**src/rtl/exception_sequencer.sv**
```systemverilog
// Fixed-priority exception sequencer: raise -> ack -> handler -> return
// handshake with the datapath exception unit, one exception in flight.
module exception_sequencer #(
  parameter int NSRC        = 4,
  parameter int ACK_TIMEOUT = 16
) (
  input  logic            clk,
  input  logic            reset,
  input  logic [NSRC-1:0] exc_req,
  input  logic [NSRC-1:0] exc_mask,
  input  logic            eret_req,
  input  logic            ExcAck,
  input  logic            err_clr,
  output logic            Exc,
  output logic            ERet,
  output logic [3:0]      EStatus,
  output logic [NSRC-1:0] pending,
  output logic            busy,
  output logic [1:0]      err
);

  localparam int TW = $clog2(ACK_TIMEOUT);
  localparam logic [TW-1:0] TLAST = TW'(ACK_TIMEOUT - 1);

  typedef enum logic [1:0] {
    S_IDLE,
    S_RAISE,
    S_HANDLER,
    S_RETURN
  } state_t;

  state_t          r_state, w_state_n;
  logic [NSRC-1:0] r_pend, w_pend_n;
  logic [NSRC-1:0] w_elig, w_clr;
  logic [3:0]      r_sel, w_sel_n, w_pick;
  logic [3:0]      r_est, w_est_n;
  logic [TW-1:0]   r_timer, w_timer_n;
  logic            r_exc, w_exc_n;
  logic            r_eret, w_eret_n;
  logic            r_busy, w_busy_n;
  logic [1:0]      r_err, w_err_n, w_eset;
  logic            w_any, w_tmo;

  // Lowest index wins: scan downward so the last hit is the smallest.
  always_comb begin
    w_elig = r_pend & ~exc_mask;
    w_any  = |w_elig;
    w_pick = '0;
    for (int i = NSRC - 1; i >= 0; i--) begin
      if (w_elig[i]) w_pick = 4'(i);
    end
  end

  assign w_tmo = (r_timer == TLAST);

  always_ff @(posedge clk or negedge reset) begin
    if (!reset) begin
      r_state <= S_IDLE;
      r_pend  <= '0;
      r_sel   <= '0;
      r_est   <= '0;
      r_timer <= '0;
      r_exc   <= 1'b0;
      r_eret  <= 1'b0;
      r_busy  <= 1'b0;
      r_err   <= '0;
    end else begin
      r_state <= w_state_n;
      r_pend  <= w_pend_n;
      r_sel   <= w_sel_n;
      r_est   <= w_est_n;
      r_timer <= w_timer_n;
      r_exc   <= w_exc_n;
      r_eret  <= w_eret_n;
      r_busy  <= w_busy_n;
      r_err   <= w_err_n;
    end
  end

  always_comb begin
    w_state_n = r_state;
    unique case (r_state)
      S_IDLE:    if (w_any) w_state_n = S_RAISE;
      S_RAISE: begin
        if (ExcAck)     w_state_n = S_HANDLER;
        else if (w_tmo) w_state_n = S_IDLE;
      end
      S_HANDLER: if (eret_req) w_state_n = S_RETURN;
      S_RETURN:  w_state_n = S_IDLE;
      default:   w_state_n = S_IDLE;
    endcase
  end

  always_comb begin
    w_exc_n   = r_exc;
    w_eret_n  = 1'b0;
    w_est_n   = r_est;
    w_sel_n   = r_sel;
    w_timer_n = r_timer;
    w_clr     = '0;
    w_eset    = '0;
    unique case (r_state)
      S_IDLE: begin
        w_exc_n = 1'b0;
        w_est_n = '0;
        if (w_any) begin
          w_sel_n   = w_pick;
          w_est_n   = w_pick + 4'd1;
          w_exc_n   = 1'b1;
          w_timer_n = '0;
        end
      end
      S_RAISE: begin
        if (ExcAck) begin
          w_exc_n = 1'b0;
          w_clr   = NSRC'(1) << r_sel;
        end else if (w_tmo) begin
          w_exc_n   = 1'b0;
          w_est_n   = '0;
          w_eset[0] = 1'b1;
        end else begin
          w_timer_n = r_timer + 1'b1;
        end
      end
      S_HANDLER: begin
        w_exc_n = 1'b0;
        if (eret_req) w_eret_n = 1'b1;
      end
      S_RETURN: begin
        w_est_n = '0;
      end
      default: begin
        w_exc_n = 1'b0;
        w_est_n = '0;
      end
    endcase
    if (eret_req && r_state != S_HANDLER) w_eset[1] = 1'b1;
  end

  // Set beats clear on both the pending bits and the sticky errors.
  assign w_pend_n = (r_pend & ~w_clr) | exc_req;
  assign w_err_n  = (err_clr ? 2'b00 : r_err) | w_eset;
  assign w_busy_n = (w_state_n != S_IDLE);

  assign Exc     = r_exc;
  assign ERet    = r_eret;
  assign EStatus = r_est;
  assign pending = r_pend;
  assign busy    = r_busy;
  assign err     = r_err;

endmodule
```
**config.mk**
```make
export PLATFORM = sky130hd
export DESIGN_NAME = exception_sequencer
export DESIGN_NICKNAME = d
export VERILOG_FILES = /design/src/rtl/exception_sequencer.sv
export SDC_FILE = /design/constraint.sdc
export NUM_CORES = 1
export LEC_CHECK = 0
export ABC_AREA = 1
export BUFFER_PORTS_ARGS = -buffer_cell sky130_fd_sc_hd__buf_2
export CORE_ASPECT_RATIO = 0.7
export CORE_MARGIN = 5
export CORE_UTILIZATION = 56
export CTS_CLUSTER_DIAMETER = 80
export DETAILED_ROUTE_END_ITERATION = 6
export PLACE_DENSITY = 0.86
export SLEW_MARGIN = 10
export SYNTH_ARGS = -nofsm -noshare
export SYNTH_HDL_FRONTEND = slang
export SYNTH_SLANG_ARGS = --single-unit
```
**constraint.sdc**
```tcl
create_clock -name clk -period 4.05 [get_ports clk]
set_input_delay 1.0125 -clock clk [delete_from_list [all_inputs] [get_ports clk]]
set_output_delay 1.0125 -clock clk [all_outputs]
set_load 0.01 [all_outputs]
```
==> results by group <==
Synth
  – Avg Cell Area, Syn: 8.06 um^2
  – Most frequent cell after synthesis: nand2_1
  – Post-synthesis mux area share: 0%
  – Warnings, synthesis: 0
  – Synth Area in XOR/XNOR: 0.771%
  – FF+latch count, synth: 20
  – Synth Area in Compound Gates: 9.03%
  – Synth area leaders: dfrtp_1 44%, nand2_1 14%, ha_1 8.8%
  – Post-Syn Instances: 141
  – Cell Area, Synth: 1140 um^2
  – Synth Area in Simple Gates: 28.1%
  – Top cell type's share of synthesized area: 44.1%
  – Synth top cells by count: 42 x nand2_1, 23 x inv_1, 20 x dfrtp_1
  – Number of synthesized flops with an enable pin: 0
  – Unique masters post-synth: 23
  – Main combinational cell family by area after synthesis: simple AND/OR/NAND/NOR gates
  – Synth Net Count: 162
  – Area leader, netlist: dfrtp_1
  – Async set-reset flop share out of synthesis: 100%
  – Post-Synth Adder-Cell Area: 8.81%
  – Sequential area share after synthesis: 44.1%
  – Post-synth top flop: dfrtp_1

Clocking
  – CTS root buf: clkbuf_4
  – CTS tree: done
  – Clock Latency Late Sink: 310 ps
  – Post CTS Setup Buffer Count: 0
  – Post-CTS Hold Fix Bufs: 0
  – CTS sink cnt: 20
  – CTS buffer count: 3
  – CTS H-tree depth: 1
  – PostCTS Resize Cnt: 0
  – Clock slew at reported path FFs: 110 ps
  – Largest buffer count on any clock path: 2

Worst setup path
  – CP Cell Sequence: buf_2
  – Delay-heaviest family, CP: flip-flops
  – Crit Path Max Fanout: 3
  – Critical path type: reg -> out
  – Req. time, crit path: 3040 ps
  – Critical Path Sink Type: primary output
  – Slowest CP cell: dfrtp_1
  – CP bufs+invs: 1
  – CP max stage delay: 430 ps
  – Crit start category: register
  – CP arrival: 890 ps

GRT
  – Largest net degree at the start of global routing: 21
  – Initial antenna violation count: 0
  – Grt ovf: 0
  – GRT Util Overall: 16.6%
  – Number of global-route vias before repair: 852
  – Global-route wire length before repair: 3850 um

Floorplan
  – Core Region: 1890 um^2
  – Die area: 3040 um^2
  – Initial Utilization: 60.2%
  – Die height: 47.7 um
  – Cell Rows: 13
  – IO Pins: 26
  – Width of the die: 63.8 um

Power and ir drop
  – Internal power: 0.000502 W
  – P_leak: 0.733 nW
  – Switching share of power: 41.5%
  – Sequential Power Share: 35.4%
  – Comb pwr share: 45.8%
  – Peak supply drop: 0.500 mV
  – Clk pwr share: 18.8%
  – Pwr dens: 646 nW/um^2
  – Switching power: 0.000357 W

Finish
  – Nets@finish: 190
  – Area grow syn2layout: 17.0%
  – # fillers: 138
  – Share of cells above drive strength 1: 22.0%
  – # diodes: 0

Hold path
  – Hold WC Path Type: reg -> reg

Timing
  – Setup ws final: 2140 ps
  – Fmax: 0.525 GHz
  – Setup TNS: 0 ps
  – Period minus WS final: 1910 ps
  – Slew Limit Fails: 0
  – Final Hold Viols: 0
  – RSZ-0062 raised after global routing: false
  – Worst Skew: 8.63 ps
  – Final setup violation count: 0
  – Final Cycle Share: 47.0%

Detailed routing
  – ANT nets after route: 0
  – DRT Wirelength: 2310 um
  – Routed len/inst: 12.1 um
  – Drt drc: 0
  – Vias: 948
  – DR pass1 iterations: 4
  – Via density: 4.99
  – Initial DRC count: 39

Job
  – Maxcap violations: 0

Placement
  – PortBufs: 24
  – Gp weighted congestion: 0.839
  – HPWL after DPL: 1840 um
  – DP Worst Slack: 2040 ps

Run status
  – Status: completed
==> metrics by stage <==
step / util [%] / cells / total power [W] / area (um^2) / hold slack, ps
after floorplan: - / 141 / 0.000590 / 1140 / 487
after global placement: 67.6 / 186 / 0.000680 / 1280 / 459
after detailed placement: 67.6 / 186 / 0.000698 / 1280 / 462
after CTS: 70.4 / 190 / 0.000861 / 1330 / 489
after global routing: 70.4 / 190 / 0.000935 / 1330 / 518
final: 70.4 / 190 / 0.000859 / 1330 / 484
==> area by class of cell <==
type	count	area, um^2	share of cell area (%)
clock buffer	3	22.5	1.69
clock inverter	1	30.0	2.26
inverter	25	93.8	7.06
multi-input combinational	95	534	40.2
sequential	20	500	37.7
tap	22	27.5	2.07
timing repair buffer	24	120	9.04
==> power by group through the flow <==
| stage | logic (W) | clock network, W | registers (W) |
|---|---|---|---|
| 2_1_floorplan | 0.000277 | 0 | 0.000314 |
| 3_3_place_gp | 0.000379 | 0 | 0.000301 |
| 3_5_place_dp | 0.000391 | 0 | 0.000307 |
| 4_1_cts | 0.000393 | 0.000164 | 0.000303 |
| 5_1_grt | 0.000452 | 0.000172 | 0.000311 |
| 6_report | 0.000394 | 0.000161 | 0.000304 |
==> final timing paths <==
| path | slack [ps] | to | cells after the start | start |
|---|---|---|---|---|
| setup / recovery | 2140 | pending[0] | 1 | pending[0] |
| hold / removal | 480 | EStatus[2] | 2 | EStatus[2] |
| setup reg to reg | 2370 | pending[0] | 7 | r_state[1] |
| hold reg to reg | 480 | EStatus[2] | 2 | EStatus[2] |
| max in group asynchronous | 3110 | EStatus[1] | 1 | reset |
| min in group asynchronous | 630 | r_state[0] | 1 | reset |
==> state kept, by name, summed over array words and instances, names as in the netlist <==
name     cells
r_state      2
EStatus      3
busy         1
r_sel        2
err          2
pending      4
ERet         1
r_timer      4
Exc          1
==> cell usage in the layout (no fill, tap or decap), drive strengths merged <==
cell,instances
a21o,2
a21oi,5
buf,24
bufinv,1
clkbuf,3
conb,1
dfrtp,20
ha,8
inv,25
nand2,44
nand3,13
nand3b,1
nand4,1
nor2,9
o21a,1
o21ai,7
o32ai,1
or2,1
xnor2,1
==> kinds of logic (layout without fill, tap and decap cells) <==
kind of cell / count (synthesis) / count (layout)
adders and majority gates: 8 / 8
AOI/OAI and AO/OA: 16 / 16
buffers and inverters: 26 / 53
DFF: 20 / 20
and+or+nand+nor: 69 / 69
xor gates and xnor gates: 1 / 1
other: 1 / 1
==> layer usage <==
layer	track usage (%)	vias up	share of wire [%]
li1	-	487	-
met1	22.1	433	46
met2	27.5	26	47
met3	5.63	2	7.1
met4	2.49	0	0.56
met5	0	-	0
No activity file was read; power rests on OpenSTA's default activity.
